===== src/rtl/arbitro_registro_if.sv =====
// Bus between the requesters and the shared-register arbiter.
// 'master' is the requester side, 'slave' is the arbiter side.
interface arbitro_registro_if #(
  parameter int unsigned ANCHO = 4
);
  logic [3:0]         Solicitud;
  logic [4*ANCHO-1:0] Datos;
  logic [3:0]         Concesion;
  logic               Habilitar;
  logic [ANCHO-1:0]   Tupla;
  logic [3:0]         Hecho;
  logic               Ocupado;

  modport master (
    output Solicitud, Datos,
    input  Concesion, Habilitar, Tupla, Hecho, Ocupado
  );

  modport slave (
    input  Solicitud, Datos,
    output Concesion, Habilitar, Tupla, Hecho, Ocupado
  );
endinterface


===== src/rtl/arbitro_registro.sv =====
// Four-requester arbiter for one shared register: grant, one write cycle, then RETENCION hold cycles.
// Round-robin by default; define ARBITRO_PRIORIDAD_FIJA_EN for fixed lowest-index-first priority.
module arbitro_registro #(
  parameter int unsigned ANCHO     = 4,
  parameter int unsigned RETENCION = 1
) (
  input logic                Reloj,
  input logic                Reiniciar,
  arbitro_registro_if.slave  bus
);

  typedef enum logic [1:0] {
    LIBRE    = 2'd0,
    ESCRIBIR = 2'd1,
    RETENER  = 2'd2
  } estado_t;

  localparam logic [3:0] RET_M1 = (RETENCION == 0) ? 4'd0 : 4'(RETENCION - 1);

  estado_t          state_q, state_d;
  logic [3:0]       concesion_q, concesion_d;
  logic             habilitar_q, habilitar_d;
  logic [ANCHO-1:0] tupla_q, tupla_d;
  logic [3:0]       hecho_q, hecho_d;
  logic             ocupado_q, ocupado_d;
  logic [3:0]       cnt_q, cnt_d;
  logic [1:0]       ptr_q, ptr_d;

  logic [1:0]       ganador;
  logic             hay_solicitud;

  // Winner selection; the pointer remembers the last winner so it gets lowest priority next time.
  always_comb begin
    logic [1:0] idx;
    ganador       = '0;
    hay_solicitud = 1'b0;
    idx           = '0;
`ifdef ARBITRO_PRIORIDAD_FIJA_EN
    for (int unsigned i = 0; i < 4; i++) begin
      idx = 2'(i);
      if (!hay_solicitud && bus.Solicitud[idx]) begin
        ganador       = idx;
        hay_solicitud = 1'b1;
      end
    end
`else
    for (int unsigned k = 1; k <= 4; k++) begin
      idx = ptr_q + 2'(k);
      if (!hay_solicitud && bus.Solicitud[idx]) begin
        ganador       = idx;
        hay_solicitud = 1'b1;
      end
    end
`endif
  end

  always_comb begin
    state_d     = state_q;
    concesion_d = concesion_q;
    habilitar_d = habilitar_q;
    tupla_d     = tupla_q;
    hecho_d     = hecho_q;
    ocupado_d   = ocupado_q;
    cnt_d       = cnt_q;
    ptr_d       = ptr_q;

    case (state_q)
      LIBRE: begin
        if (hay_solicitud) begin
          state_d     = ESCRIBIR;
          concesion_d = 4'b0001 << ganador;
          hecho_d     = 4'b0001 << ganador;
          habilitar_d = 1'b1;
          tupla_d     = bus.Datos[ganador*ANCHO +: ANCHO];
          ptr_d       = ganador;
          ocupado_d   = 1'b1;
        end
      end
      ESCRIBIR: begin
        habilitar_d = 1'b0;
        hecho_d     = '0;
        if (RETENCION == 0) begin
          state_d     = LIBRE;
          concesion_d = '0;
          ocupado_d   = 1'b0;
        end else begin
          state_d = RETENER;
          cnt_d   = RET_M1;
        end
      end
      RETENER: begin
        if (cnt_q == '0) begin
          state_d     = LIBRE;
          concesion_d = '0;
          ocupado_d   = 1'b0;
        end else begin
          cnt_d = cnt_q - 4'd1;
        end
      end
      default: begin
        state_d     = LIBRE;
        concesion_d = '0;
        habilitar_d = 1'b0;
        hecho_d     = '0;
        ocupado_d   = 1'b0;
      end
    endcase
  end

  // Pointer resets to 3 so the first arbitration after reset starts at requester 0.
  always_ff @(posedge Reloj or negedge Reiniciar) begin
    if (!Reiniciar) begin
      state_q     <= LIBRE;
      concesion_q <= '0;
      habilitar_q <= 1'b0;
      tupla_q     <= '0;
      hecho_q     <= '0;
      ocupado_q   <= 1'b0;
      cnt_q       <= '0;
      ptr_q       <= 2'd3;
    end else begin
      state_q     <= state_d;
      concesion_q <= concesion_d;
      habilitar_q <= habilitar_d;
      tupla_q     <= tupla_d;
      hecho_q     <= hecho_d;
      ocupado_q   <= ocupado_d;
      cnt_q       <= cnt_d;
      ptr_q       <= ptr_d;
    end
  end

  assign bus.Concesion = concesion_q;
  assign bus.Habilitar = habilitar_q;
  assign bus.Tupla     = tupla_q;
  assign bus.Hecho     = hecho_q;
  assign bus.Ocupado   = ocupado_q;

endmodule


===== src/flat_wrapper.sv =====
// flat-port wrapper written by rule: the top's interface ports become plain ports
module arbitro_registro_flat 
#(
  parameter int unsigned ANCHO     = 4,
  parameter int unsigned RETENCION = 1
)
  (Reloj, Reiniciar, bus_Solicitud, bus_Datos, bus_Concesion, bus_Habilitar, bus_Tupla, bus_Hecho, bus_Ocupado);
  arbitro_registro_if #(.ANCHO(ANCHO)) bus_i ();
  input logic Reloj;
  input logic Reiniciar;
  input wire logic [$bits(bus_i.Solicitud)-1:0] bus_Solicitud;
  input wire logic [$bits(bus_i.Datos)-1:0] bus_Datos;
  output wire logic [$bits(bus_i.Concesion)-1:0] bus_Concesion;
  output wire logic [$bits(bus_i.Habilitar)-1:0] bus_Habilitar;
  output wire logic [$bits(bus_i.Tupla)-1:0] bus_Tupla;
  output wire logic [$bits(bus_i.Hecho)-1:0] bus_Hecho;
  output wire logic [$bits(bus_i.Ocupado)-1:0] bus_Ocupado;
  assign bus_i.Solicitud = bus_Solicitud;
  assign bus_i.Datos = bus_Datos;
  assign bus_Concesion = bus_i.Concesion;
  assign bus_Habilitar = bus_i.Habilitar;
  assign bus_Tupla = bus_i.Tupla;
  assign bus_Hecho = bus_i.Hecho;
  assign bus_Ocupado = bus_i.Ocupado;
  arbitro_registro #(.ANCHO(ANCHO), .RETENCION(RETENCION)) u_core (.Reloj(Reloj), .Reiniciar(Reiniciar), .bus(bus_i));
endmodule

===== config.mk =====
export PLATFORM = sky130hd
export DESIGN_NAME = arbitro_registro_flat
export DESIGN_NICKNAME = d
export VERILOG_FILES = /design/src/rtl/arbitro_registro_if.sv /design/src/rtl/arbitro_registro.sv /design/src/flat_wrapper.sv
export SDC_FILE = /design/constraint.sdc
export NUM_CORES = 1
export LEC_CHECK = 0
export BUFFER_PORTS_ARGS = -buffer_cell sky130_fd_sc_hd__buf_2
export CORE_MARGIN = 4
export CORE_UTILIZATION = 35
export CTS_CLUSTER_DIAMETER = 80
export DETAILED_ROUTE_END_ITERATION = 8
export PLACE_DENSITY = 0.6
export REMOVE_ABC_BUFFERS = 1
export SYNTH_ARGS = -nofsm -noshare
export SYNTH_HDL_FRONTEND = slang
export SYNTH_SLANG_ARGS = --single-unit

===== constraint.sdc =====
create_clock -name Reloj -period 2.35 [get_ports Reloj]
set_input_delay 0.1175 -clock Reloj [delete_from_list [all_inputs] [get_ports Reloj]]
set_output_delay 0.1175 -clock Reloj [all_outputs]
set_load 0.02 [all_outputs]

==> summary.md <==
| Metric | Value |
|---|---|
| Routed len/inst | `between 10 and 15 um` |
| H-tree depth | `1` |
| Final-report hold violation count | `0` |
| Gate Count Post-Synth | `roughly 110` |
| Fraction of the yosys area taken by sequential cells | `0.4895` |
| Total of buffers placed on input and output ports | `35` |
| Area used by multi-input combinational logic | `between 500 and 600 um2` |
| TritonCTS buffer count | `3` |
| Final hold slack | `between 0.1 and 0.15 ns` |
| Worst setup EP type | `flip-flop` |
| Die ar. | `4201 um2` |
| Placement Rows | `20` |
| Global-route wire length before repair | `approximately 4400 um` |
| Remaining antenna violation count | `0` |
| Total of cells resized after clock tree synthesis | `0` |
| Number of design rule violations left after detail routing | `0` |
| Setup Skew | `slightly above 0.009 ns` |
| # IOs | `36` |
| Clock latency on the worst-skew pair | `0.31 ns` |
| Required time of the critical path | `2.56 ns` |
| Total via count after detailed routing | `about 970` |
| Minimum period implied by the final worst setup slack | `1.819 ns` |
| Routability congestion estimate from global placement | `0.7453` |
| Tot GR Track Use | `0.1305` |
| Worst vdd rail ir drop | `between 0.6 and 0.7 mV` |
| Initial Utilization | `0.3671` |
| Count of flip-flops with a built-in enable after synthesis | `0` |
| Async SR Flop Fraction | `1.000` |
| Cts hold-fix bufs | `1` |
| Status | `completed` |
| Share of the synthesized area in the top cell type | `0.4430` |
| Clock Sinks | `22` |
| Critical-path maximum fanout | `8` |
| Number of global-route vias before repair | `just under 1000` |
| # Post-CTS Setup Buffers | `0` |
| Distinct cell type count of the synthesized netlist | `36` |
| Top-count cell post-synth | `sky130_fd_sc_hd__dfrtp_1` |
| Aggregate negative setup slack | `0 ns` |
| Share of cells above drive strength 1 | `0.3586` |
| CTS root buffer | `sky130_fd_sc_hd__clkbuf_4` |
| Nets | `between 150 and 200` |
| Total count of max-transition violations in the final report | `0` |
| RSZ-0062 raised after global routing | `no` |
| Max Buffers Root-to-Sink | `2` |
| Vias per Instance | `just over 5` |
| Initial DRC Count | `21` |
| Area used by sequential logic in the layout | `about 550 um2` |
| Largest area contributor in the synthesized netlist | `sky130_fd_sc_hd__dfrtp_1` |
| FF+latch count, synth | `22` |
| Category of the most critical setup path | `flip-flop to flip-flop` |
| Most used standard cells in the synthesized netlist | `sky130_fd_sc_hd__dfrtp_1 (20), sky130_fd_sc_hd__mux2i_1 (9), sky130_fd_sc_hd__nand2_1 (9)` |
| Count of max-cap constraint violations | `0` |
| Residual overflow from global routing | `0` |
| Fin crit share | `0.7739` |
| Class of the worst hold path | `primary input to flip-flop` |
| Total detailed-routing wirelength | `around 2600 um` |
| CP startpoint kind | `flip-flop` |
| Final setup viols | `0` |
| Clock tree from TritonCTS | `done` |
| Max-slew headroom | `0.6206` |
| Maximum number of pins on one net before global-route repair | `23` |
| Area added between synthesis and finish | `25.47%` |
| Core Footprint | `around 3100 um2` |
| Mean post-synth cell area | `10.66 um2` |
| Transition time at the pin with the least slew margin | `between 0.5 and 0.6 ns` |
| Filler instances | `a little over 300` |
| Clk pin slew, worst setup/hold paths | `around 0.13 ns` |
| Power density of the placed cells | `1216 nW/um2` |
| F_max | `~550 MHz` |
| Leak pwr | `between 0.6 and 0.7 nW` |
| Crit path DAT | `roughly 2.0 ns` |
| Detailed Place HPWL | `between 2000 and 2500 um` |
| Die span in y | `approximately 65 um` |
| Yosys warns | `0` |
| Die width | `roughly 65 um` |
| Cell types with the largest area share after synthesis | `sky130_fd_sc_hd__dfrtp_1 (44%), sky130_fd_sc_hd__mux2i_1 (8.0%), sky130_fd_sc_hd__dfstp_2 (4.7%)` |
| First-pass detailed-route iteration total | `4` |
| Number of diodes | `0` |
| Initial antenna violation count | `0` |
| Cell area after synthesis | `1130 um2` |
| Commonest register cell after synthesis | `sky130_fd_sc_hd__dfrtp_1` |
==> cells in the final DEF, fill, tap and decap left out, types with 3 or more instances in the layout <==
master / count
sky130_fd_sc_hd__o21ai_0: 6
sky130_fd_sc_hd__nand2_1: 9
sky130_fd_sc_hd__mux2i_1: 9
sky130_fd_sc_hd__o221ai_1: 4
sky130_fd_sc_hd__nor3_1: 3
sky130_fd_sc_hd__dfrtp_1: 20
sky130_fd_sc_hd__o2bb2ai_1: 3
sky130_fd_sc_hd__inv_1: 8
sky130_fd_sc_hd__buf_2: 35
sky130_fd_sc_hd__a22o_1: 5
sky130_fd_sc_hd__clkbuf_4: 3
sky130_fd_sc_hd__a21oi_1: 6
sky130_fd_sc_hd__nor2_1: 4
==> stage by stage <==
step                cell area (um2)  power [mW]  cells  utilization  worst slack (ns)
floorplan                      1110       1.173    103            -            0.5992
CTS                            1418       1.740    189       0.4606            0.5260
global route                   1418       1.852    189       0.4606            0.3855
detailed placement             1355       1.451    184       0.4402            0.5342
global placement               1355       1.433    184       0.4402            0.5482
finish                         1418       1.724    189       0.4606            0.5314
==> sequential cells by signal, indices dropped and copies added, names as in the netlist <==
| signal | flops |
|---|---|
| u_core.bus.Concesion | 4 |
| u_core.bus.Tupla | 4 |
| u_core.cnt_q | 4 |
| u_core.bus.Habilitar | 1 |
| u_core.bus.Hecho | 4 |
| u_core.bus.Ocupado | 1 |
| u_core.ptr_q | 2 |
| u_core.state_q | 2 |
==> worst paths after layout <==
| kind | from | end | slack [ns] | depth (start not counted) |
|---|---|---|---|---|
| setup / recovery | u_core.ptr_q[1] | u_core.bus.Hecho[3] | 0.53 | 4 |
| hold / removal | bus_Datos[3] | u_core.bus.Tupla[3] | 0.11 | 3 |
| setup reg to reg | u_core.ptr_q[1] | u_core.bus.Hecho[3] | 0.53 | 4 |
| hold reg to reg | u_core.bus.Ocupado | u_core.bus.Ocupado | 0.50 | 1 |
| max in group asynchronous | Reiniciar | u_core.ptr_q[1] | 1.72 | 2 |
| min in group asynchronous | Reiniciar | u_core.bus.Tupla[2] | 0.27 | 2 |
==> metal layers <==
layer	track usage	vias to the layer above	share of wire
li1	-	470	-
met2	0.2056	22	0.50
met3	0.02426	2	0.039
met1	0.1765	471	0.45
met4	0.05013	0	0.0070
met5	0	-	0
==> where the power goes <==
group / internal (mW) / total [mW] / leakage (nW) / switching, mW
clock network: 0.172 / 0.289 / 0.0279 / 0.117
logic: 0.324 / 0.810 / 0.385 / 0.486
registers: 0.529 / 0.626 / 0.280 / 0.0963
total: 1.03 / 1.72 / 0.692 / 0.699
==> logic make-up (layout without fill, tap and decap cells) <==
kind of cell / count (synthesis) / after routing / synth area share
buf+inv: 11 / 50 / 0.04429
compound gates: 34 / 34 / 0.2292
simple gates: 29 / 29 / 0.1462
mux: 9 / 9 / 0.07974
flops: 22 / 22 / 0.4895
fa+ha+maj: 1 / 1 / 0.01107
==> worst max-delay path: stages, from the launching register on <==
cell and delay [ns]:
sky130_fd_sc_hd__dfstp_2 0.60, sky130_fd_sc_hd__mux2i_1 0.19, sky130_fd_sc_hd__o22ai_1 0.14, sky130_fd_sc_hd__o21ai_1 0.48, sky130_fd_sc_hd__a2bb2o_1 0.32
==> cell type report <==
| class | instances | area share |
|---|---|---|
| Inverter | 8 | 0.02118 |
| Timing Repair Buffer | 38 | 0.1412 |
| Tap cell | 44 | 0.03883 |
| Multi-Input combinational cell | 73 | 0.3716 |
| Clock buffer | 3 | 0.01589 |
| Sequential cell | 22 | 0.3901 |
| Clock inverter | 1 | 0.02118 |
(Power assumes the default switching activity.)
